## src/rtl/top.sv

```systemverilog
// Zigbee-style baseband test wrapper: inFIFO -> bit coder -> CORDIC -> CDR -> outFIFO,
// plus a side decoder. DEMUX pins can drive any block input; MUX selects expose any block output.
module top (
   input  logic       inClock,
   input  logic       inReset,
   input  logic [3:0] in_inFIFO_inData,
   input  logic       in_outFIFO_inReadEnable,
   input  logic       in_DEMUX_inDEMUX1,
   input  logic       in_DEMUX_inDEMUX2,
   input  logic [3:0] in_DEMUX_inDEMUX17,
   input  logic [3:0] in_DEMUX_inDEMUX18,
   input  logic [2:0] in_DEMUX_inSEL1,
   input  logic [2:0] in_DEMUX_inSEL2,
   input  logic       in_MUX_inSEL3,
   input  logic [1:0] in_MUX_inSEL6,
   input  logic [1:0] in_MUX_inSEL9,
   input  logic [1:0] in_MUX_inSEL15,
   input  logic       in_MUX_inSEL11,
   input  logic       in_MUX_inSEL12,
   input  logic       in_DEMUX_inSEL17,
   output logic [3:0] out_MUX_outMUX9,
   output logic [3:0] out_MUX_outMUX10,
   output logic       out_MUX_outMUX15,
   output logic       out_MUX_outMUX16
);
   typedef enum logic [1:0] {StIdle, StRun, StDone} stateT;

   logic decEoc, coderData, inRe, cdrEn, outWe;
   logic inWe, coderEmpty, cordicEn, cdrDir, outDataIn, decIMsb;
   logic [3:0] cordicI, cordicQ;

   logic [3:0] inMem [8];
   logic [2:0] inWrPtr, inRdPtr;
   logic [3:0] inCount, inHead;
   logic [1:0] inBitIdx;
   logic inEmpty, inFull, inBit, inPush, inReadBit, inPop;

   logic coderRe, coderValid;
   logic [3:0] coderI, coderQ;
   logic decValid, decData;

   stateT state;
   logic signed [7:0] x, y, xSh, ySh, xIn, yIn;
   logic [7:0] z, angle, zRound;
   logic [1:0] iter;
   logic [3:0] phase, mag, prevPhase, nextPhase, phaseDiff;
   logic cordicDir, cordicDone;

   logic [2:0] cdrHist, cdrHistNext;
   logic [1:0] cdrCnt;
   logic cdrValid, cdrData;

   logic [7:0] outMem;
   logic [2:0] outWrPtr, outRdPtr;
   logic [3:0] outCount;
   logic outEmpty, outFull, outHead, outPush, outPop;

   // Debug pins override the internal source only when selected
   assign decEoc     = (in_DEMUX_inSEL1 == 3'd0) ? in_DEMUX_inDEMUX1 : coderValid;
   assign coderData  = (in_DEMUX_inSEL1 == 3'd1) ? in_DEMUX_inDEMUX1 : inBit;
   assign inRe       = (in_DEMUX_inSEL1 == 3'd2) ? in_DEMUX_inDEMUX1 : coderRe;
   assign cdrEn      = (in_DEMUX_inSEL1 == 3'd3) ? in_DEMUX_inDEMUX1 : cordicDone;
   assign outWe      = (in_DEMUX_inSEL1 == 3'd4) ? in_DEMUX_inDEMUX1 : cdrValid;
   assign inWe       = (in_DEMUX_inSEL2 == 3'd0) ? in_DEMUX_inDEMUX2 : 1'b0;
   assign coderEmpty = (in_DEMUX_inSEL2 == 3'd1) ? in_DEMUX_inDEMUX2 : inEmpty;
   assign cordicEn   = (in_DEMUX_inSEL2 == 3'd2) ? in_DEMUX_inDEMUX2 : coderValid;
   assign cdrDir     = (in_DEMUX_inSEL2 == 3'd3) ? in_DEMUX_inDEMUX2 : cordicDir;
   assign outDataIn  = (in_DEMUX_inSEL2 == 3'd4) ? in_DEMUX_inDEMUX2 : cdrData;
   assign decIMsb    = in_DEMUX_inSEL17 ? coderI[3] : in_DEMUX_inDEMUX17[3];
   assign cordicI    = in_DEMUX_inSEL17 ? in_DEMUX_inDEMUX17 : coderI;
   assign cordicQ    = in_DEMUX_inSEL17 ? in_DEMUX_inDEMUX18 : coderQ;

   assign inHead    = inMem[inRdPtr];
   assign inEmpty   = inCount == 4'd0;
   assign inFull    = inCount == 4'd8;
   assign inBit     = inHead[inBitIdx];
   assign inPush    = inWe && !inFull;
   assign inReadBit = inRe && !inEmpty;
   assign inPop     = inReadBit && (inBitIdx == 2'd3);

   always_ff @(posedge inClock or posedge inReset) begin
      if (inReset) begin
         for (int k = 0; k < 8; k++) inMem[k] <= '0;
         inWrPtr  <= '0;
         inRdPtr  <= '0;
         inCount  <= '0;
         inBitIdx <= '0;
      end else begin
         if (inPush) begin
            inMem[inWrPtr] <= in_inFIFO_inData;
            inWrPtr        <= inWrPtr + 3'd1;
         end
         if (inReadBit) inBitIdx <= inBitIdx + 2'd1;
         if (inPop) inRdPtr <= inRdPtr + 3'd1;
         inCount <= inCount + {3'd0, inPush} - {3'd0, inPop};
      end
   end

   assign coderRe = !coderEmpty;

   always_ff @(posedge inClock or posedge inReset) begin
      if (inReset) begin
         coderI     <= '0;
         coderQ     <= '0;
         coderValid <= 1'b0;
         decValid   <= 1'b0;
         decData    <= 1'b0;
      end else begin
         coderValid <= !coderEmpty;
         if (!coderEmpty) begin
            coderI <= coderData ? 4'b0111 : 4'b1001;
            coderQ <= coderI;
         end
         decValid <= decEoc;
         if (decEoc) decData <= ~decIMsb;
      end
   end

   assign xIn       = {{4{cordicI[3]}}, cordicI};
   assign yIn       = {{4{cordicQ[3]}}, cordicQ};
   assign xSh       = x >>> iter;
   assign ySh       = y >>> iter;
   assign zRound    = z + 8'd8;
   assign nextPhase = zRound[7:4];
   assign phaseDiff = nextPhase - prevPhase;

   always_comb begin
      angle = 8'd32;
      case (iter)
         2'd0: angle = 8'd32;
         2'd1: angle = 8'd19;
         2'd2: angle = 8'd10;
         2'd3: angle = 8'd5;
         default: angle = 8'd32;
      endcase
   end

   always_ff @(posedge inClock or posedge inReset) begin
      if (inReset) begin
         state      <= StIdle;
         x          <= '0;
         y          <= '0;
         z          <= '0;
         iter       <= '0;
         phase      <= '0;
         mag        <= '0;
         prevPhase  <= '0;
         cordicDir  <= 1'b0;
         cordicDone <= 1'b0;
      end else begin
         cordicDone <= 1'b0;
         case (state)
            StIdle: if (cordicEn) begin
               // Fold the left half-plane over so the rotations always converge
               if (xIn[7]) begin
                  x <= -xIn;
                  y <= -yIn;
                  z <= 8'd128;
               end else begin
                  x <= xIn;
                  y <= yIn;
                  z <= 8'd0;
               end
               iter  <= 2'd0;
               state <= StRun;
            end
            StRun: begin
               if (!y[7]) begin
                  x <= x + ySh;
                  y <= y - xSh;
                  z <= z + angle;
               end else begin
                  x <= x - ySh;
                  y <= y + xSh;
                  z <= z - angle;
               end
               iter <= iter + 2'd1;
               if (iter == 2'd3) state <= StDone;
            end
            StDone: begin
               phase      <= nextPhase;
               mag        <= (x > 8'sd15) ? 4'd15 : x[3:0];
               cordicDir  <= (phaseDiff != 4'd0) && !phaseDiff[3];
               prevPhase  <= nextPhase;
               cordicDone <= 1'b1;
               state      <= StIdle;
            end
            default: state <= StIdle;
         endcase
      end
   end

   assign cdrHistNext = {cdrHist[1:0], cdrDir};

   always_ff @(posedge inClock or posedge inReset) begin
      if (inReset) begin
         cdrHist  <= '0;
         cdrCnt   <= '0;
         cdrValid <= 1'b0;
         cdrData  <= 1'b0;
      end else begin
         cdrValid <= 1'b0;
         if (cdrEn) begin
            cdrHist <= cdrHistNext;
            cdrCnt  <= (cdrCnt == 2'd2) ? 2'd0 : cdrCnt + 2'd1;
            if (cdrCnt == 2'd2) begin
               cdrValid <= 1'b1;
               cdrData  <= (cdrHistNext[0] & cdrHistNext[1]) | (cdrHistNext[1] & cdrHistNext[2])
                         | (cdrHistNext[0] & cdrHistNext[2]);
            end
         end
      end
   end

   assign outEmpty = outCount == 4'd0;
   assign outFull  = outCount == 4'd8;
   assign outHead  = outEmpty ? 1'b0 : outMem[outRdPtr];
   assign outPush  = outWe && !outFull;
   assign outPop   = in_outFIFO_inReadEnable && !outEmpty;

   always_ff @(posedge inClock or posedge inReset) begin
      if (inReset) begin
         outMem   <= '0;
         outWrPtr <= '0;
         outRdPtr <= '0;
         outCount <= '0;
      end else begin
         if (outPush) begin
            outMem[outWrPtr] <= outDataIn;
            outWrPtr         <= outWrPtr + 3'd1;
         end
         if (outPop) outRdPtr <= outRdPtr + 3'd1;
         outCount <= outCount + {3'd0, outPush} - {3'd0, outPop};
      end
   end

   always_comb begin
      out_MUX_outMUX9  = coderI;
      out_MUX_outMUX10 = coderQ;
      out_MUX_outMUX15 = outHead;
      out_MUX_outMUX16 = outEmpty;
      if (in_MUX_inSEL3) begin
         case (in_MUX_inSEL9)
            2'd0: out_MUX_outMUX9 = coderI;
            2'd1: out_MUX_outMUX9 = inHead;
            2'd2: out_MUX_outMUX9 = mag;
            default: out_MUX_outMUX9 = outCount;
         endcase
         case (in_MUX_inSEL6)
            2'd0: out_MUX_outMUX10 = coderQ;
            2'd1: out_MUX_outMUX10 = inCount;
            2'd2: out_MUX_outMUX10 = phase;
            default: out_MUX_outMUX10 = {1'b0, cdrHist};
         endcase
         case (in_MUX_inSEL15)
            2'd0: {out_MUX_outMUX15, out_MUX_outMUX16} = {inBit, inEmpty};
            2'd1: {out_MUX_outMUX15, out_MUX_outMUX16} =
               in_MUX_inSEL11 ? {decData, decValid} : {coderValid, coderRe};
            2'd2: {out_MUX_outMUX15, out_MUX_outMUX16} = {cordicDone, cordicDir};
            default: {out_MUX_outMUX15, out_MUX_outMUX16} =
               in_MUX_inSEL12 ? {outHead, outEmpty} : {cdrData, cdrValid};
         endcase
      end
   end
endmodule

```

## config.mk

```make
export PLATFORM = sky130hd
export DESIGN_NAME = top
export DESIGN_NICKNAME = d
export VERILOG_FILES = /design/src/rtl/top.sv
export SDC_FILE = /design/constraint.sdc
export NUM_CORES = 1
export LEC_CHECK = 0
export CAP_MARGIN = 20
export CORE_ASPECT_RATIO = 0.7
export CORE_MARGIN = 10
export CORE_UTILIZATION = 40
export CTS_CLUSTER_DIAMETER = 60
export DETAILED_ROUTE_END_ITERATION = 7
export GPL_ROUTABILITY_DRIVEN = 0
export GPL_TIMING_DRIVEN = 0
export HOLD_SLACK_MARGIN = 0.1
export PLACE_DENSITY = 0.57
export SLEW_MARGIN = 20
export SYNTH_ARGS = -nofsm -noshare
export SYNTH_HDL_FRONTEND = slang
export SYNTH_SLANG_ARGS = --single-unit
```

## constraint.sdc

```tcl
create_clock -name inClock -period 5.4 [get_ports inClock]
set_input_delay 1.08 -clock inClock [delete_from_list [all_inputs] [get_ports inClock]]
set_output_delay 1.08 -clock inClock [all_outputs]
set_load 0.005 [all_outputs]
```

### Yosys cells after proc, flatten, opt, wreduce, memory -nomap -nowiden

Cells that the tools add are included.

* bits in registers: 118
* output and inout bits: 10

* shifts and indexed selects: 2
* $add $sub $neg: 21
* multiplexer cells: 61
* eq/ne operators: 25
* reductions and logical operators: 28
* magnitude comparators: 8
* bitwise logic cells: 8

Operators with widths (count)
* 2-to-1 mux 8 bit: 9
* one-hot mux 8 bit (2 select lines): 3
* 2-to-1 mux 4 bit: 9
* bitwise mux 32 bit: 1
* one-hot mux 8 bit (4 select lines): 1
* adder 8 bit: 3
* one-hot mux 4 bit (3 select lines): 2
* subtractor 8 bit: 3
* 2-to-1 mux 1 bit: 20
* equality test 2 bit, second input constant: 8
* negation 4 -> 8 bit: 2
* >>> shifter 8 x 2 -> 8 bit: 2
* adder 3 x 1 -> 3 bit, second input constant: 4
* binary-select mux 4 bit (select 3 bit): 1
* demux 4 bit (select 3 bit): 1
* equality test 3 x 2 -> 1 bit, second input constant: 4
* 2-to-1 mux 2 bit: 6
* equality test 2 x 1 -> 1 bit, second input constant: 5
* logical NOT 2 bit: 5
* adder 4 x 1 -> 4 bit: 2
* adder 8 x 4 -> 8 bit, second input constant: 1
* bitwise mux 8 bit: 1
* equality test 4 bit, second input constant: 2
* >= comparator 4 bit, second input constant: 2
* other kinds (27): 56

### Logic depth before layout (Yosys ltp)

Gate-level depths: netlist of run 1.

* word-level depth: 8
* gate-level depth with buffers: 17
* depth with buffers taken out: 15

### Worst setup path after synthesis of run 1

No wires, ideal clock.

* kind: flip-flop to flip-flop
* start point: register iter[0]
* end point: register z[7]
* path slack: 1773 ps
* data required time: 5281 ps
* buffers on the path: 3
* cell stages (with the launch flop): 17
* data arrival time: 3508 ps
* cells stage by stage: dfrtp_1 -> clkbuf_1 -> clkbuf_1 -> clkbuf_1 -> inv_2 -> ha_1 -> nor3_1 -> xor2_1 -> inv_1 -> ha_1 -> nor2b_1 -> o21ai_1 -> a21oi_1 -> o41ai_1 -> xnor2_1 -> o31ai_1 -> o21ba_1

* cells in the longest elaborated chain, start to end: 5

Ends and longest elaborated chain
* start: declaration: line 45 `logic [1:0] iter;`
* start signal: assignment: line 177 `iter <= iter + 2'd1;`
* equality test 2 bit, or another cell as far along: line 129 `case (iter)`
* one-hot mux 8 bit (4 select lines) (*): line 129
* adder 8 bit or subtractor 8 bit (tied branches): line 171, 175
* 2-to-1 mux 8 bit (*): line 168 `if (!y[7]) begin`
* one-hot mux 8 bit (2 select lines) (*): line 152 `case (state)`
* end signal: assignment: line 171 `z <= z + angle;`
* end signal: assignment: line 175 `z <= z - angle;`
* end: declaration: line 44 `logic [7:0] z, angle, zRound;`

Mark *: on every way between the ends. The rest lies on a longest branch, timed or not. The select of a mux whose other input is x is not followed.
A chain may end at the register's enable or synchronous reset.

### Worst setup path after layout of run 1

* start point: register inRdPtr[1]
* end point: output port out_MUX_outMUX15

* cells in the longest elaborated chain, start to end: 8

Ends and longest elaborated chain
* start: declaration: line 33 `logic [2:0] inWrPtr, inRdPtr;`
* start signal: assignment: line 94 `if (inPop) inRdPtr <= inRdPtr + 3'd1;`
* NOT 3 -> 4 bit (implied by the code): line 73 `assign inHead = inMem[inRdPtr];`
* binary-select mux 4 bit (select 3 bit): line 73
* 2-to-1 mux 4 bit (implied by the code) (2 in series): line 73
* binary-select mux 1 bit (select 2 bit): line 76 `assign inBit = inHead[inBitIdx];`
* 2-to-1 mux 1 bit (implied by the code): line 76
* one-hot mux 1 bit (3 select lines): line 255 `case (in_MUX_inSEL15)`
* 2-to-1 mux 1 bit: line 242 `if (in_MUX_inSEL3) begin`
* end: declaration: line 23 `output logic out_MUX_outMUX15,`

No other way between the ends. The select of a mux whose other input is x is not followed.

==> results.json, run 1 <==
{
  "status": "complete, no violations",
  "area_growth_pct": 17.1,
  "maxSlewHeadroom_pct": 32.5,
  "hold_violations": 0,
  "layout-drive-gt1-share_pct": 8.49,
  "period_needed_ns": 4.65,
  "synth_area_sq_um": 7700,
  "slew_viol_final": 0,
  "crit_slowest_cell": "mux4_1",
  "p_leak_nw": 4.10,
  "endpoint_kind": "primary output",
  "drt_first_pass_iters": 5,
  "critPathRequiredTime_ns": 4.32,
  "n_antenna_cell": 0,
  "met3_usage_pct": 4.08,
  "r2r_start": "iter[0]$_DFFE_PP0P_",
  "ys_ff_latch": 116,
  "switchingPower_w": 0.00291,
  "cts_made_buffers": 17,
  "grt_pass1_wl_um": 32900,
  "ir_drop_mv": 0.238,
  "ys_warn_count": 0,
  "num_vias": 6006,
  "clk_latency_ns": 0.42,
  "critical_path.startpoint": "inRdPtr[1]$_DFFE_PP0P_",
  "drc": 0,
  "postPlaceCellArea_sq_um": 8450,
  "fmax_mhz": 215,
  "cpPeakStageDelay_ns": 0.54,
  "std_cell_rows": 42,
  "clk_pin_slew_worst_paths_ns": 0.06,
  "criticalPathCategory": "register to primary output",
  "dp_hpwl_um": 15400,
  "p_int_w": 0.00368,
  "pwr-share-clk_pct": 16.7,
  "fin_hold_ws_ns": 0.480,
  "drtIter0Drc": 420,
  "nNetsFinal": 916,
  "post-route-period-util_pct": 86.2,
  "grt_pass1_vias": 6175,
  "start_util_pct": 40.7,
  "cts_tree": "done",
  "postSynth.asyncResetShare_pct": 100,
  "chipWidth_um": 186,
  "wire_per_inst_um": 18.6,
  "switching_share_pct": 44.1,
  "cpMostUsedCell": "mux4_2",
  "post-place-cells": 1046,
  "grt.busiest_layer": "met2",
  "drt.antenna.violating_nets": 0,
  "synth_seq_area_share_pct": 37.7,
  "yosysTopAreaCellShare_pct": 37.7,
  "min_from": "inMem[24]$_DFFE_PP0P_",
  "ctsHoldBuffers": 0,
  "dp_slack_ns": 0.884,
  "pin_count": 43,
  "grt_antenna_before_repair": 0,
  "setup-violations-final": 0,
  "viasPerCell": 5.57,
  "cts.sinks": 116,
  "drv_cap": 0,
  "ys_types": 58,
  "syn_area_per_cell_sq_um": 10.1,
  "netlist_top_cells_area": "dfrtp_1 38%, ha_1 8.8%, mux2_1 7.2%, nand2_1 3.7%, xnor2_1 3.4%",
  "stdcell_area_sq_um": 9020,
  "wl_um": 20100,
  "clockRootBuffer": "clkbuf_16",
  "rsz0062_at_grt": "no",
  "grt_use_met2_pct": 25.4,
  "syn-num-nets": 855,
  "yosysTopAreaCell": "dfrtp_1",
  "pwr_density_cell_nw_per_um2": 730,
  "power.share.sequential_pct": 24.5,
  "synth_edf_count": 0,
  "die-area_sq_um": 25300,
  "met1_usage_pct": 22.8,
  "clock_skew_ns": 0.0156,
  "path_buf_inv": 2,
  "worst_slack_ns": 0.746,
  "arrival_ns": 3.57,
  "tightest_slew_ns": 0.999,
  "cts_buffer_depth": 2,
  "overflow": 0,
  "cts_resized": 0,
  "layout.cells.non_filler": 1078,
  "ys.flop_type": "dfrtp_1",
  "track_usage_pct": 16.6,
  "syn_inst": 762,
  "hold_path.class": "register to register",
  "portBuffers": 41,
  "cp_top_family": "multiplexers",
  "grt_max_degree": 67,
  "core-area_sq_um": 18900,
  "comb_power_share_pct": 58.8,
  "critPathMaxFanout": 9,
  "cts_setup_buffers": 0,
  "cp_cell_sequence": "clkbuf_1 -> mux4_2 -> mux4_1 -> mux2_4 -> mux4_2 -> a22o_1 -> clkdlybuf4s50_1",
  "start_kind": "register",
  "die_h_um": 136,
  "htreeDepth": 4
}
-- area by class of cell --
type / count / area (sq um)
multi-input cells: 574 / 4510
well taps: 242 / 303
clock inverters: 15 / 149
inverters: 42 / 163
flip-flops and latches: 116 / 2900
fillers: 1778 / 9890
plain buffers: 30 / 130
clock buffers: 17 / 425
repair buffers: 42 / 438
-- flip-flops by register name, indices dropped and copies added, names as in the netlist, 8 cells and up --
name    count
inMem      32
outMem      8
z           8
x           8
y           8
-- layout by cell type, fill, tap and decap left out, types with 24 or more instances in the layout --
cell               n
nand2_1           76
nor2_1            48
clkdlybuf4s50_1   41
xnor2_1           30
inv_1             32
mux2_1            49
dfrtp_1          116
clkbuf_1          24
a21oi_1           45
o21ai_1           24
ha_1              54
-- power by group through the flow --
stage | combinational (W) | sequential, W | clock (W)
after floorplan | 0.00300 | 0.00148 | 0
after global placement | 0.00370 | 0.00160 | 0
after detailed placement | 0.00384 | 0.00162 | 0
after CTS | 0.00388 | 0.00161 | 0.00112
after global routing | 0.00436 | 0.00167 | 0.00116
final | 0.00387 | 0.00162 | 0.00110
-- metrics by stage --
stage / util, % / power [W] / TNS, ns
floorplan: - / 0.00449 / 0
global placement: 44.5 / 0.00530 / -58.50
detailed placement: 44.7 / 0.00547 / 0
CTS: 47.7 / 0.00661 / 0
global route: 47.7 / 0.00719 / 0
finish: 47.7 / 0.00659 / 0
-- path summary, 6_finish.rpt --
check                                   endpoint  cells after the start  slack (ns)
max                             out_MUX_outMUX15                      7        0.75
min                        inMem[24]$_DFFE_PP0P_                      1        0.48
max reg2reg                     z[7]$_DFFE_PP0P_                     16        0.87
min reg2reg                inMem[24]$_DFFE_PP0P_                      1        0.48
max in group asynchronous    decData$_DFFE_PP0P_                      3        3.57
min in group asynchronous  inMem[26]$_DFFE_PP0P_                      2        1.14
-- cells by family (layout without fill, tap and decap cells) --
| kind of cell | Yosys count | count (layout) | synth area share [%] |
|---|---|---|---|
| adders and majority gates | 61 | 61 | 10.5 |
| buffers and inverters | 72 | 146 | 3.74 |
| and+or+nand+nor | 216 | 216 | 13.4 |
| AOI/OAI and AO/OA | 148 | 148 | 11.9 |
| muxes | 98 | 98 | 17.0 |
| xor gates and xnor gates | 51 | 51 | 5.80 |
| DFF | 116 | 116 | 37.7 |
-- cells in the mapped netlist (3+ instances only) --
cell type / n
dfrtp_1: 116
nand2_1: 76
ha_1: 54
mux2_1: 49
nor2_1: 48
a21oi_1: 45
inv_1: 33
xnor2_1: 30
clkbuf_1: 24
o21ai_1: 24
nand3_1: 21
xor2_1: 21
mux2i_1: 18
o21ai_0: 16
nor3_1: 14
mux2_2: 13
nand2b_1: 13
a211oi_1: 12
nor2b_1: 12
a21o_1: 9
inv_2: 9
mux4_1: 9
a22o_1: 8
mux4_2: 8
nor3b_1: 8
fa_1: 6
o31ai_1: 6
nand3b_1: 5
a31oi_1: 4
and2_1: 4
nand4_1: 4
o22a_1: 4
o211ai_1: 3
o22ai_1: 3
-- routing by layer --
layer,up-vias,part of all wire [%],wire (um)
met4,0,1.1,217
met5,-,0,0
met2,127,44,8760
li1,2839,-,-
met3,18,5.0,1010
met1,3022,50,10100
Note: power is estimated with default switching activity, not from simulation.
==> run 2: changes to the inputs <==
--- a/config.mk
+++ b/config.mk
@@ -11,11 +11,10 @@
 export CORE_UTILIZATION = 40
 export CTS_CLUSTER_DIAMETER = 60
 export DETAILED_ROUTE_END_ITERATION = 7
-export GPL_ROUTABILITY_DRIVEN = 0
 export GPL_TIMING_DRIVEN = 0
 export HOLD_SLACK_MARGIN = 0.1
 export PLACE_DENSITY = 0.57
-export SLEW_MARGIN = 20
+export SLEW_MARGIN = 40
 export SYNTH_ARGS = -nofsm -noshare
 export SYNTH_HDL_FRONTEND = slang
 export SYNTH_SLANG_ARGS = --single-unit
==> run 2 against run 1 <==
Net effect:
- critical path type unchanged
- critical endpoint unchanged
- clock power grew 5%
- via count fell by 1.0%
- cell count is the same
==> results.json, run 2 (same netlist as run 1, synthesis figures left out) <==
{
  "critPathMaxFanout": 9,
  "rsz0062_at_grt": "no",
  "viasPerCell": 5.52,
  "fmax_mhz": 217,
  "cp_cell_sequence": "clkbuf_1 -> mux4_2 -> mux4_1 -> mux2_4 -> mux4_2 -> a22o_1 -> clkdlybuf4s50_1",
  "nNetsFinal": 916,
  "grt_pass1_wl_um": 32800,
  "area_growth_pct": 17.6,
  "pwr-share-clk_pct": 17.3,
  "switching_share_pct": 43.9,
  "grt_antenna_before_repair": 0,
  "layout.cells.non_filler": 1078,
  "cp_top_family": "multiplexers",
  "criticalPathCategory": "register to primary output",
  "arrival_ns": 3.53,
  "std_cell_rows": 42,
  "seq_area_sq_um": 2900,
  "ir_drop_mv": 0.267,
  "largest_reg_flops": 32,
  "tightest_slew_ns": 0.763,
  "core-area_sq_um": 18900,
  "wire_per_inst_um": 18.4,
  "drc": 0,
  "stdcell_area_sq_um": 9060,
  "clk_latency_ns": 0.42,
  "start_kind": "register",
  "post-place-cells": 1046,
  "hold_violations": 0,
  "drt_first_pass_iters": 5,
  "overflow": 0,
  "post-route-period-util_pct": 85.4,
  "final_cell_mix": "116 x dfrtp_1, 76 x nand2_1, 54 x ha_1",
  "clock_skew_ns": 0.0136,
  "multi_input_area_sq_um": 4530,
  "maxSlewHeadroom_pct": 49.0,
  "cts_resized": 0,
  "dp_hpwl_um": 15300,
  "switchingPower_w": 0.00291,
  "drt.antenna.violating_nets": 0,
  "globalplace.congestion": 0.918,
  "die_h_um": 136,
  "status": "complete, no violations",
  "slew_viol_final": 0,
  "cts_setup_buffers": 0,
  "path_buf_inv": 2,
  "cpMostUsedCell": "mux4_2",
  "grt_pass1_vias": 6199,
  "cts_made_buffers": 17,
  "fillers": 1731,
  "n_antenna_cell": 0,
  "layout-drive-gt1-share_pct": 8.73,
  "clockRootBuffer": "clkbuf_16",
  "comb_power_share_pct": 58.4,
  "num_vias": 5946,
  "portBuffers": 41,
  "power.share.sequential_pct": 24.3,
  "crit_slowest_cell": "mux4_1",
  "fin_hold_ws_ns": 0.481,
  "drtIter0Drc": 377,
  "cts_tree": "done",
  "cpPeakStageDelay_ns": 0.54,
  "start_util_pct": 40.7,
  "p_int_w": 0.00373,
  "wl_um": 19900,
  "postPlaceCellArea_sq_um": 8470,
  "p_leak_nw": 4.12,
  "cts.sinks": 116,
  "final_util_pct": 47.9,
  "cts_buffer_depth": 2,
  "endpoint_kind": "primary output",
  "clk_pin_slew_worst_paths_ns": 0.07,
  "setup-violations-final": 0,
  "final_common_cell": "dfrtp_1",
  "chipWidth_um": 186,
  "period_needed_ns": 4.61,
  "pin_count": 43,
  "ctsHoldBuffers": 0,
  "critPathRequiredTime_ns": 4.32,
  "pwr_density_cell_nw_per_um2": 733,
  "grt_max_degree": 67,
  "hold_path.class": "register to register",
  "drv_cap": 0,
  "htreeDepth": 4,
  "track_usage_pct": 16.5,
  "top_register": "inMem",
  "die-area_sq_um": 25300
}
## run 2: changes by cell type in the layout (fill, tap and decap cells not counted), sizes merged
cell and change:
bufinv +1, clkinvlp -2, inv +1
## run 2: final cells by class
cell class                 count  area share [%]
multi-input combinational    574            50.0
sequential                   116            32.0
timing repair buffer          42            4.83
clock buffer                  17            4.69
tap                          242            3.34
clock inverter                15            1.88
inverter                      42            1.82
buffer                        30            1.44
## run 2: worst paths after layout
path	start	end	slack, ns	cells after the start
min in group asynchronous	inReset	inMem[22]$_DFFE_PP0P_	1.11	2
worst min-delay path	inMem[24]$_DFFE_PP0P_	inMem[24]$_DFFE_PP0P_	0.48	1
worst max register to register	iter[0]$_DFFE_PP0P_	z[7]$_DFFE_PP0P_	0.81	16
worst max-delay path	inRdPtr[1]$_DFFE_PP0P_	out_MUX_outMUX15	0.79	7
worst min register to register	inMem[24]$_DFFE_PP0P_	inMem[24]$_DFFE_PP0P_	0.48	1
max in group asynchronous	inReset	outWrPtr[0]$_DFFE_PP0P_	3.66	3
## run 2: power groups by stage
| stage | logic, W | registers, W | clock network [W] |
|---|---|---|---|
| after global placement | 0.00370 | 0.00160 | 0 |
| after detailed placement | 0.00385 | 0.00162 | 0 |
| after global routing | 0.00438 | 0.00167 | 0.00121 |
| after CTS | 0.00388 | 0.00161 | 0.00117 |
| final | 0.00388 | 0.00162 | 0.00115 |
| after floorplan | 0.00300 | 0.00148 | 0 |
## run 2: metal layers
metal	up-vias	share of wire, %	track usage (%)
li1	2851	-	-
met1	2928	49	22.3
met2	150	43	25.1
met3	17	6.6	5.12
met4	0	0.99	4.38
met5	-	0	0
## run 2: worst reg2reg max path: stages, from the launching register on
cell	delay [ns]
dfrtp_1	0.42
clkbuf_1	0.43
clkbuf_1	0.38
clkbuf_1	0.50
inv_2	0.15
ha_1	0.29
nor3_1	0.22
xor2_1	0.30
inv_1	0.08
ha_1	0.27
nor2b_1	0.13
o21ai_1	0.17
a21oi_1	0.12
o41ai_1	0.45
xnor2_1	0.17
o31ai_1	0.21
o21ba_1	0.18
## run 2: through the flow
step           TNS (ns)  total power (W)  worst slack, ns
2_1_floorplan         0          0.00449             1.25
3_3_place_gp     -58.50          0.00530           -0.518
3_5_place_dp          0          0.00547            0.879
4_1_cts               0          0.00665            0.731
5_1_grt               0          0.00726            0.486
6_report              0          0.00664            0.790
==> run 3: changes to the inputs <==
--- a/config.mk
+++ b/config.mk
@@ -11,7 +11,7 @@
 export CORE_UTILIZATION = 40
 export CTS_CLUSTER_DIAMETER = 60
 export DETAILED_ROUTE_END_ITERATION = 7
-export GPL_TIMING_DRIVEN = 0
+export GPL_TIMING_DRIVEN = 1
 export HOLD_SLACK_MARGIN = 0.1
 export PLACE_DENSITY = 0.57
 export SLEW_MARGIN = 40
==> run 3 against run 2 <==
Net effect:
- sequential power up 7%
- non-clock buffer count down 21
- sequential share of layout area up 0.29 points
- count of clock-buffer cells in the layout up 1
==> results.json, run 3 (same netlist as run 1, synthesis figures left out) <==
{
  "path_depth": 6,
  "ir_drop_mv": 0.298,
  "drt.antenna.violating_nets": 0,
  "num_vias": 5743,
  "drv_cap": 0,
  "cts_resized": 0,
  "overflow": 0,
  "top_register": "inMem",
  "htreeDepth": 4,
  "fmax_mhz": 213,
  "tns_ns": 0,
  "wire_per_inst_um": 18.0,
  "dp_slack_ns": 0.896,
  "grt_pass1_vias": 5672,
  "drtIter0Drc": 500,
  "track_usage_pct": 15.8,
  "setup-violations-final": 0,
  "clk_pin_slew_worst_paths_ns": 0.06,
  "worst_slack_ns": 0.702,
  "cpMostUsedCell": "mux4_1",
  "cts_tree": "done",
  "crit_slowest_cell": "dfrtp_1",
  "pwr_density_cell_nw_per_um2": 722,
  "maxSlewHeadroom_pct": 47.4,
  "final_common_cell": "dfrtp_1",
  "chipWidth_um": 186,
  "path_buf_inv": 1,
  "core-area_sq_um": 18900,
  "endpoint_kind": "primary output",
  "cts_made_buffers": 17,
  "grt_pass1_wl_um": 31100,
  "cp_top_family": "multiplexers",
  "cts_setup_buffers": 0,
  "start_util_pct": 40.7,
  "cts.sinks": 116,
  "drc": 0,
  "tightest_slew_ns": 0.767,
  "die_h_um": 136,
  "post-route-period-util_pct": 87.0,
  "cp_cell_sequence": "mux4_1 -> mux4_1 -> mux2_4 -> mux4_2 -> a22o_1 -> clkdlybuf4s50_1",
  "clock_skew_ns": 0.0198,
  "critPathRequiredTime_ns": 4.32,
  "hold_depth": 1,
  "p_leak_nw": 4.10,
  "nNetsFinal": 895,
  "area_growth_pct": 16.5,
  "rr_worst_depth": 13,
  "arrival_ns": 3.62,
  "ctsHoldBuffers": 0,
  "dp_hpwl_um": 14400,
  "portBuffers": 42,
  "hold_violations": 0,
  "power_w": 0.00649,
  "criticalPathCategory": "register to primary output",
  "die-area_sq_um": 25300,
  "drt_first_pass_iters": 5,
  "pin_count": 43,
  "viasPerCell": 5.43,
  "std_cell_rows": 42,
  "hold_path.class": "register to register",
  "globalplace.congestion": 0.866,
  "fin_hold_ws_ns": 0.482,
  "slew_viol_final": 0,
  "cpPeakStageDelay_ns": 0.65,
  "final_cell_mix": "116 x dfrtp_1, 76 x nand2_1, 54 x ha_1",
  "clockRootBuffer": "clkbuf_16",
  "clk_latency_ns": 0.43,
  "rsz0062_at_grt": "no",
  "grt_max_degree": 80,
  "cts_buffer_depth": 2,
  "start_kind": "register",
  "critPathMaxFanout": 10,
  "grt_antenna_before_repair": 0,
  "period_needed_ns": 4.70,
  "n_antenna_cell": 0,
  "wl_um": 19100,
  "final_util_pct": 47.5,
  "status": "complete, no violations",
  "layout-drive-gt1-share_pct": 9.45,
  "largest_reg_flops": 32
}
run 3: layer usage:
layer	vias up	GRT usage (%)	part of all wire (%)
met5	-	0	0
met4	0	4.60	1.3
met3	17	3.60	4.5
met2	103	22.4	42
met1	2822	23.1	52
li1	2801	-	-
run 3: through the flow:
step | std cells | instance area, sq um
after floorplan | 762 | 7700
after global placement | 1024 | 8360
after detailed placement | 1024 | 8370
after CTS | 1056 | 8950
after global routing | 1057 | 8980
final | 1057 | 8980
run 3: path summary, 6_finish.rpt:
check / from / to / slack, ns
worst max-delay path: inRdPtr[0]$_DFFE_PP0P_ / out_MUX_outMUX15 / 0.70
worst min-delay path: outMem[5]$_DFFE_PP0P_ / outMem[5]$_DFFE_PP0P_ / 0.48
worst max register to register: iter[0]$_DFFE_PP0P_ / y[7]$_DFFE_PP0P_ / 1.64
worst min register to register: outMem[5]$_DFFE_PP0P_ / outMem[5]$_DFFE_PP0P_ / 0.48
max in group asynchronous: inReset / inMem[2]$_DFFE_PP0P_ / 3.65
min in group asynchronous: inReset / z[4]$_DFFE_PP0P_ / 0.99
run 3: final cells by class:
class	count	area [sq um]
multi-input cells	574	4530
clock inverters	14	138
flip-flops and latches	116	2900
clock buffers	18	439
repair buffers	51	508
inverters	42	163
well taps	242	303
fillers	1742	9940
run 3: report_power, final:
group	leakage [nW]	total [W]	switching, W	internal (W)
clock	0.285	0.00112	0.000459	0.000658
sequential	1.45	0.00173	0.000476	0.00125
combinational	2.37	0.00364	0.00188	0.00176
